===== src/rtl/regfile_write_sched_if.sv =====
// Write-request bus between the writeback sources and the register-bank write scheduler,
// plus the scheduler's drive of the bank's single write port.
// Handshake: requester i holds req_valid[i], its rd slice and data slice stable until granted;
// a transfer happens in any cycle where req_valid[i] & req_ready[i]; dropping valid before the
// grant withdraws the request. req_ready depends only on req_valid and scheduler state.
interface regfile_write_sched_if #(
   parameter int NREQ = 3
);
   logic [NREQ-1:0]    req_valid;
   logic [5*NREQ-1:0]  req_rd;
   logic [32*NREQ-1:0] req_data;
   logic [NREQ-1:0]    req_ready;
   logic               rf_we;
   logic [4:0]         rf_rd;
   logic [31:0]        rf_wdata;
   logic               busy;

   modport master (
      output req_valid, req_rd, req_data,
      input  req_ready, rf_we, rf_rd, rf_wdata, busy
   );

   modport slave (
      input  req_valid, req_rd, req_data,
      output req_ready, rf_we, rf_rd, rf_wdata, busy
   );
endinterface


===== src/rtl/regfile_write_sched.sv =====
// Round-robin scheduler owning the register bank's single write port.
// Optional RF_INIT_EN: after every reset, zero x1..x31 and load x2 with SP_INIT before arbitrating.
module regfile_write_sched #(
   parameter int          NREQ    = 3,
   parameter logic [31:0] SP_INIT = 32'd512
) (
   input  logic                  clk,
   input  logic                  rst,
   regfile_write_sched_if.slave  bus,
   output logic                  dbg_state
);
   localparam int IW = (NREQ > 1) ? $clog2(NREQ) : 1;

   typedef enum logic {ARB = 1'b0, INIT = 1'b1} state_t;

   state_t          state;
   logic [IW-1:0]   last;
   logic [IW-1:0]   gidx;
   logic [IW-1:0]   cand;
   logic            found;
   logic [NREQ-1:0] grant;
   logic [4:0]      g_rd;
   logic [31:0]     g_data;
   logic            rf_we_q;
   logic [4:0]      rf_rd_q;
   logic [31:0]     rf_wdata_q;
   int              t;

   // Search begins one past the last winner and wraps, so every waiting requester is served within NREQ grants.
   always_comb begin
      found = 1'b0;
      gidx  = '0;
      cand  = '0;
      grant = '0;
      t     = 0;
      if (state == ARB) begin
         for (int k = 1; k <= NREQ; k++) begin
            t = int'(last) + k;
            if (t >= NREQ) t = t - NREQ;
            cand = IW'(t);
            if (!found && bus.req_valid[cand]) begin
               found = 1'b1;
               gidx  = cand;
            end
         end
         if (found) grant[gidx] = 1'b1;
      end
   end

   assign g_rd   = bus.req_rd[int'(gidx)*5 +: 5];
   assign g_data = bus.req_data[int'(gidx)*32 +: 32];

`ifdef RF_INIT_EN
   logic [4:0] cnt;

   always_ff @(posedge clk) begin
      if (rst) begin
         state      <= INIT;
         cnt        <= 5'd1;
         last       <= IW'(NREQ - 1);
         rf_we_q    <= 1'b0;
         rf_rd_q    <= 5'd0;
         rf_wdata_q <= 32'd0;
      end else if (state == INIT) begin
         rf_we_q    <= 1'b1;
         rf_rd_q    <= cnt;
         rf_wdata_q <= (cnt == 5'd2) ? SP_INIT : 32'd0;
         cnt        <= cnt + 5'd1;
         if (cnt == 5'd31) state <= ARB;
      end else if (found) begin
         last       <= gidx;
         rf_rd_q    <= g_rd;
         rf_wdata_q <= g_data;
         rf_we_q    <= (g_rd != 5'd0);
      end else begin
         rf_we_q    <= 1'b0;
      end
   end
`else
   logic unused_sp;

   assign state     = ARB;
   assign unused_sp = ^SP_INIT;

   always_ff @(posedge clk) begin
      if (rst) begin
         last       <= IW'(NREQ - 1);
         rf_we_q    <= 1'b0;
         rf_rd_q    <= 5'd0;
         rf_wdata_q <= 32'd0;
      end else if (found) begin
         last       <= gidx;
         rf_rd_q    <= g_rd;
         rf_wdata_q <= g_data;
         // Writes to x0 are consumed but never reach the bank.
         rf_we_q    <= (g_rd != 5'd0);
      end else begin
         rf_we_q    <= 1'b0;
      end
   end
`endif

   assign bus.req_ready = grant;
   assign bus.rf_we     = rf_we_q;
   assign bus.rf_rd     = rf_rd_q;
   assign bus.rf_wdata  = rf_wdata_q;
   assign bus.busy      = (state == INIT);
   assign dbg_state     = (state == INIT);
endmodule


===== src/flat_wrapper.sv =====
// flat-port wrapper written by rule: the top's interface ports become plain ports
module regfile_write_sched_flat 
#(
   parameter int          NREQ    = 3,
   parameter logic [31:0] SP_INIT = 32'd512
)
  (clk, rst, dbg_state, bus_req_valid, bus_req_rd, bus_req_data, bus_req_ready, bus_rf_we, bus_rf_rd, bus_rf_wdata, bus_busy);
  regfile_write_sched_if #(.NREQ(NREQ)) bus_i ();
  input  logic clk;
  input  logic rst;
  output logic dbg_state;
  input wire logic [$bits(bus_i.req_valid)-1:0] bus_req_valid;
  input wire logic [$bits(bus_i.req_rd)-1:0] bus_req_rd;
  input wire logic [$bits(bus_i.req_data)-1:0] bus_req_data;
  output wire logic [$bits(bus_i.req_ready)-1:0] bus_req_ready;
  output wire logic [$bits(bus_i.rf_we)-1:0] bus_rf_we;
  output wire logic [$bits(bus_i.rf_rd)-1:0] bus_rf_rd;
  output wire logic [$bits(bus_i.rf_wdata)-1:0] bus_rf_wdata;
  output wire logic [$bits(bus_i.busy)-1:0] bus_busy;
  assign bus_i.req_valid = bus_req_valid;
  assign bus_i.req_rd = bus_req_rd;
  assign bus_i.req_data = bus_req_data;
  assign bus_req_ready = bus_i.req_ready;
  assign bus_rf_we = bus_i.rf_we;
  assign bus_rf_rd = bus_i.rf_rd;
  assign bus_rf_wdata = bus_i.rf_wdata;
  assign bus_busy = bus_i.busy;
  regfile_write_sched #(.NREQ(NREQ), .SP_INIT(SP_INIT)) u_core (.clk(clk), .rst(rst), .bus(bus_i), .dbg_state(dbg_state));
endmodule

===== config.mk =====
export PLATFORM = sky130hd
export DESIGN_NAME = regfile_write_sched_flat
export DESIGN_NICKNAME = d
export VERILOG_FILES = /design/src/rtl/regfile_write_sched_if.sv /design/src/rtl/regfile_write_sched.sv /design/src/flat_wrapper.sv
export SDC_FILE = /design/constraint.sdc
export NUM_CORES = 1
export LEC_CHECK = 0
export ABC_CLOCK_PERIOD_IN_PS = 8450
export CAP_MARGIN = 20
export CORE_MARGIN = 3
export CORE_UTILIZATION = 40
export DETAILED_ROUTE_END_ITERATION = 6
export GPL_TIMING_DRIVEN = 1
export HOLD_SLACK_MARGIN = 0.02
export PLACE_DENSITY = 0.87
export SLEW_MARGIN = 40
export SYNTH_ARGS = -nofsm -noshare
export SYNTH_HDL_FRONTEND = slang
export SYNTH_SLANG_ARGS = --single-unit

===== constraint.sdc =====
create_clock -name clk -period 8.45 [get_ports clk]
set_input_delay 0.845 -clock clk [delete_from_list [all_inputs] [get_ports clk]]
set_output_delay 0.845 -clock clk [all_outputs]
set_load 0.02 [all_outputs]

Word-level counts from Yosys, hierarchy flattened:

Cells that the tools add are included.

* bits of input ports: 116
* output and inout port bits: 43
* register bits after elaboration: 40
* logic and storage cells: 47

* add/subtract/negate cells: 6
* bitwise logic cells: 1
* order comparisons: 8
* shifts and indexed selects: 2
* mux-type cells: 18
* multiply operators: 1
* reductions and logical operators: 7

Operator list (count)
* variable part select 96 x 8 -> 32 bit: 1
* variable part select 15 x 32 -> 5 bit: 1
* less-than comparator 2 x 3 -> 1 bit, second input constant: 4
* two-way mux 2 bit: 6
* greater-or-equal comparator 3 x 2 -> 1 bit, second input constant: 3
* two-way mux 1 bit: 7
* adder 2 x 2 -> 3 bit, second input constant: 2
* binary-select mux 1 bit (select 2 bit): 3
* multiplier 2 x 3 -> 5 bit, second input constant: 1
* nonzero test 5 bit: 1
* subtractor 2 x 1 -> 2 bit, second input constant: 2
* adder 2 x 1 -> 3 bit, second input constant: 1
* logical AND 1 bit: 3
* two-way mux 3 bit: 1
* demux 1 bit (select 2 bit): 1
* greater-or-equal comparator 2 x 1 -> 1 bit, second input constant: 1
* zero test 1 bit: 2
* OR reduction 2 bit: 1
* subtractor 2 bit, second input constant: 1
* NOT 1 bit: 1

Logic depth before layout (Yosys ltp):

* depth in word-level cells: 17
* gate-level depth with buffers: 11
* depth with buffers taken out: 9

Worst setup path before layout:

OpenSTA, ideal clock, no wires.

* path kind: input port to output port
* from: in bus_req_valid[0]
* to: out bus_req_ready[0]
* path buffers: 0
* required time: 7.605 ns
* slack: 4.983 ns
* stages on the path: 6
* arrival time: 2.622 ns
* path through: mux2_4 a221oi_4 o211ai_2 nand2_4 inv_2 nor3_1

* word-level cells in the longest chain between the ends: 14

Ends and longest elaborated chain
* from (decl): RTL line flat_wrapper.sv:12 `input wire logic [$bits(bus_i.req_valid)-1:0] bus_req_valid;`
* binary-select mux 1 bit (select 2 bit): RTL line regfile_write_sched.sv:41 `if (!found && bus.req_valid[cand]) begin`
* two-way mux 1 bit (implied by the code): RTL line regfile_write_sched.sv:41
* two-way mux 1 bit: RTL line regfile_write_sched.sv:41
* zero test 1 bit: RTL line regfile_write_sched.sv:41
* logical AND 1 bit: RTL line regfile_write_sched.sv:41
* two-way mux 1 bit: RTL line regfile_write_sched.sv:41
* zero test 1 bit: RTL line regfile_write_sched.sv:41
* logical AND 1 bit: RTL line regfile_write_sched.sv:41
* two-way mux 2 bit: RTL line regfile_write_sched.sv:41
* less-than comparator 2 x 3 -> 1 bit (implied by the code) or greater-or-equal comparator 2 x 1 -> 1 bit (tied branches): RTL line regfile_write_sched.sv:46 `if (found) grant[gidx] = 1'b1;`
* logical AND 1 bit (implied by the code): RTL line regfile_write_sched.sv:46
* two-way mux 1 bit (implied by the code): RTL line regfile_write_sched.sv:46
* demux 1 bit (select 2 bit)
* two-way mux 3 bit *: RTL line regfile_write_sched.sv:46
* to (decl): RTL line flat_wrapper.sv:15 `output wire logic [$bits(bus_i.req_ready)-1:0] bus_req_ready;`

Every way passes the cells marked *; elsewhere a longest branch is shown, timed or not. The select of a mux whose other input is x is not followed.

Worst setup path in the final report:

Same ends and word-level chain as after synthesis.

==> metrics.yaml <==
maxSlewHeadroom_pct: 59.1
cts_resized: 0
cts_made_buffers: 5
vias_per_cell: 5.17
vias: 2588
grt_pass1_wl_um: 12200
die_y_um: 85.1
grt_overflow_total: 0
p_seq_share_pct: 19.6
initial_core_util_pct: 41.8
crit_chain: "clkdlybuf4s50_1 -> mux2_4 -> a221oi_4 -> o211ai_2 -> nand2_4 -> inv_2 -> nor3_1 -> clkdlybuf4s50_1"
p_leak_nw: 1.71
synth.largest_area_cell: "dfxtp_1"
syn2layout_area_growth_pct: 66.9
hold_path.class: "reg2reg"
slowest_delay_ns: 0.64
critPathMostFrequentCell: "clkdlybuf4s50_1"
setup_tns_ns: 0
route.detailed.drc: 0
avgRoutedWirePerCell_um: 15.3
firstDrtPassIters: 4
max_freq_mhz: 203
clockPowerShare_pct: 7.9
reg2reg_to: "u_core.bus.rf_wdata[28]"
worstMarginPinSlew_ns: 0.614
hp-start: "u_core.bus.rf_wdata[26]"
sw_frac_of_total_pct: 45.3
core_region_area_um2: 5990
yosysSeqAreaShare_pct: 32.0
regArea_um2: 801
synth_area_leaders: "dfxtp_1, mux2i_1, mux2_1"
crit_family: "buffers and inverters"
first_global_vias: 2650
ys_ff_latch: 40
min_period_ns: 4.92
min_delay_path_depth: 2
synth_cells: 274
finalHoldViolations: 0
timing.final.max_slew_violations: 0
required_ns: 7.61
totalWireLength_um: 7650
yosys_warnings: 0
grt_max_degree: 36
nets: 545
yosysMostFrequentCell: "dfxtp_1"
power_switching_w: 0.000709
syn_area_per_cell_um2: 9.13
cts_tree: "done"
postSynth.asyncResetShare_pct: 0
synth-edff-count: 0
postRouteAntennaNets: 0
status: "finished clean"
p_comb_share_pct: 72.4
reg2reg_slack_ns: 5.05
cts_num_sinks: 40
root_buffer: "clkbuf_8"
crit_arrival_ns: 4.07
worstPathMaxFanout: 35
startpoint_type: "input port"
grt_usage_pct: 20.4
synth_flop_cell: "dfxtp_1"
drt_iter0_markers: 56
syn-cell-area_um2: 2500
rows: 28
n_antenna_cell: 0
clkTransAtPathRegs_ns: 0.08
synth.top_cells.by_count: "dfxtp_1, nand2_1, mux2i_1, o21ai_1, mux2_1"
die-area_um2: 7240
clock_path_buffers: 2
fin_ws_ns: 3.53
hold_end: "u_core.bus.rf_wdata[26]"
ctsHoldBuffers: 0
antenna_found_initial: 0
critical_path_buf_inv_count: 3
place.gp.congestion: 0.878
clock_skew_ns: 0.00554
dp_hpwl_um: 6120
internal-power_w: 0.000857
vdd_ir_drop_max_mv: 0.456
rsz0062_at_grt: "false"
setup_viol_count_final: 0
multi_input_area_um2: 1580
postCtsSetupBuffers: 0
port-buffer-count: 156
yosysTopAreaCellShare_pct: 32.0
place_ws_ns: 3.53
finalCritPeriodShare_pct: 58.2
die_w_um: 85.1
clock_latency_ns: 0.29
r2r_start: "u_core.last[0]"
drive_above_1_share_pct: 6.10
critPathKind: "in2out"
fillers: 495
r2r_cells: 9
pin_count: 159
cts.htree.levels: 2
power-per-cell-area_nw_per_um2: 375
synthDistinctLibCells: 46
cp-end-kind: "output pin"
crit_slowest_cell: "clkdlybuf4s50_1"
drv_cap: 0
==> state kept, by name, indices dropped and copies added, names as in the netlist <==
name,flops
u_core.bus.rf_rd,5
u_core.bus.rf_wdata,32
u_core.bus.rf_we,1
u_core.last,2
==> cell families after synthesis <==
family / after synthesis / synth area share (%)
compound gates: 64 / 17.2
fa+ha+maj: 4 / 2.00
buf+inv: 25 / 5.15
flops: 40 / 32.0
mux: 71 / 30.3
other cells: 1 / 0.150
simple gates: 69 / 13.2
==> cells in the final DEF (no fill, tap or decap), types with 4 or more instances in the layout <==
cell             count
ha_1                 4
inv_1                8
o21ai_0              9
clkbuf_8             5
clkdlybuf4s50_1    156
mux2_1              28
o21ai_1             30
a21oi_1              6
dfxtp_1             40
nand3b_1             4
nor2_1               7
mux2i_1             36
mux2_2               6
nand2_1             39
==> worst max-delay path by stage <==
stage	start	end	slack, ns	cells after the start
5_1_grt	u_core.last[0]	bus_req_ready[0]	3.15	9
3_3_place_gp	bus_req_valid[0]	bus_req_ready[0]	3.66	8
2_1_floorplan	bus_req_valid[0]	bus_req_ready[0]	4.98	6
3_5_place_dp	bus_req_valid[0]	bus_req_ready[0]	3.53	8
6_report	bus_req_valid[0]	bus_req_ready[0]	3.53	8
4_1_cts	bus_req_valid[0]	bus_req_ready[0]	3.51	8
==> layout make-up <==
class / count / share of cell area, %
flip-flops and latches: 40 / 19.2
inverters: 9 / 0.809
repair buffers: 159 / 37.9
well taps: 75 / 2.25
clock buffers: 5 / 1.65
multi-input cells: 210 / 37.7
clock inverters: 3 / 0.449
==> worst register-to-register path: stages (launching register included) <==
cell	delay, ns
dfxtp_1	0.45
inv_1	0.11
ha_1	0.69
mux2i_1	0.32
o21ai_1	0.23
o32ai_4	0.35
buf_4	0.44
mux2_2	0.41
mux2i_1	0.15
o21ai_0	0.11
==> routing by layer <==
layer / wire [um] / part of all wire [%] / track usage [%] / up-vias
li1: - / - / - / 1282
met1: 3000 / 39 / 23.6 / 1180
met2: 3900 / 51 / 37.7 / 118
met5: 0 / 0 / 0 / -
met3: 680 / 8.9 / 6.12 / 8
met4: 71 / 0.93 / 3.17 / 0
==> metrics by stage <==
stage / cell area (um^2) / power (W) / util, % / hold slack (ns) / cells
6_report: 4180 / 0.00157 / 69.7 / 0.449 / 501
4_1_cts: 4180 / 0.00158 / 69.7 / 0.452 / 501
5_1_grt: 4180 / 0.00169 / 69.7 / 0.468 / 501
3_3_place_gp: 4090 / 0.00142 / 68.3 / 0.433 / 493
3_5_place_dp: 4090 / 0.00145 / 68.3 / 0.441 / 493
2_1_floorplan: 2510 / 0.00112 / - / 0.490 / 275
==> power by group through the flow <==
stage / registers [W] / clock network [W] / logic (W)
finish: 0.000308 / 0.000124 / 0.00113
detailed placement: 0.000311 / 0 / 0.00114
global route: 0.000316 / 0.000138 / 0.00124
global placement: 0.000307 / 0 / 0.00112
floorplan: 0.000391 / 0 / 0.000728
CTS: 0.000308 / 0.000129 / 0.00115
(Power assumes the default switching activity.)
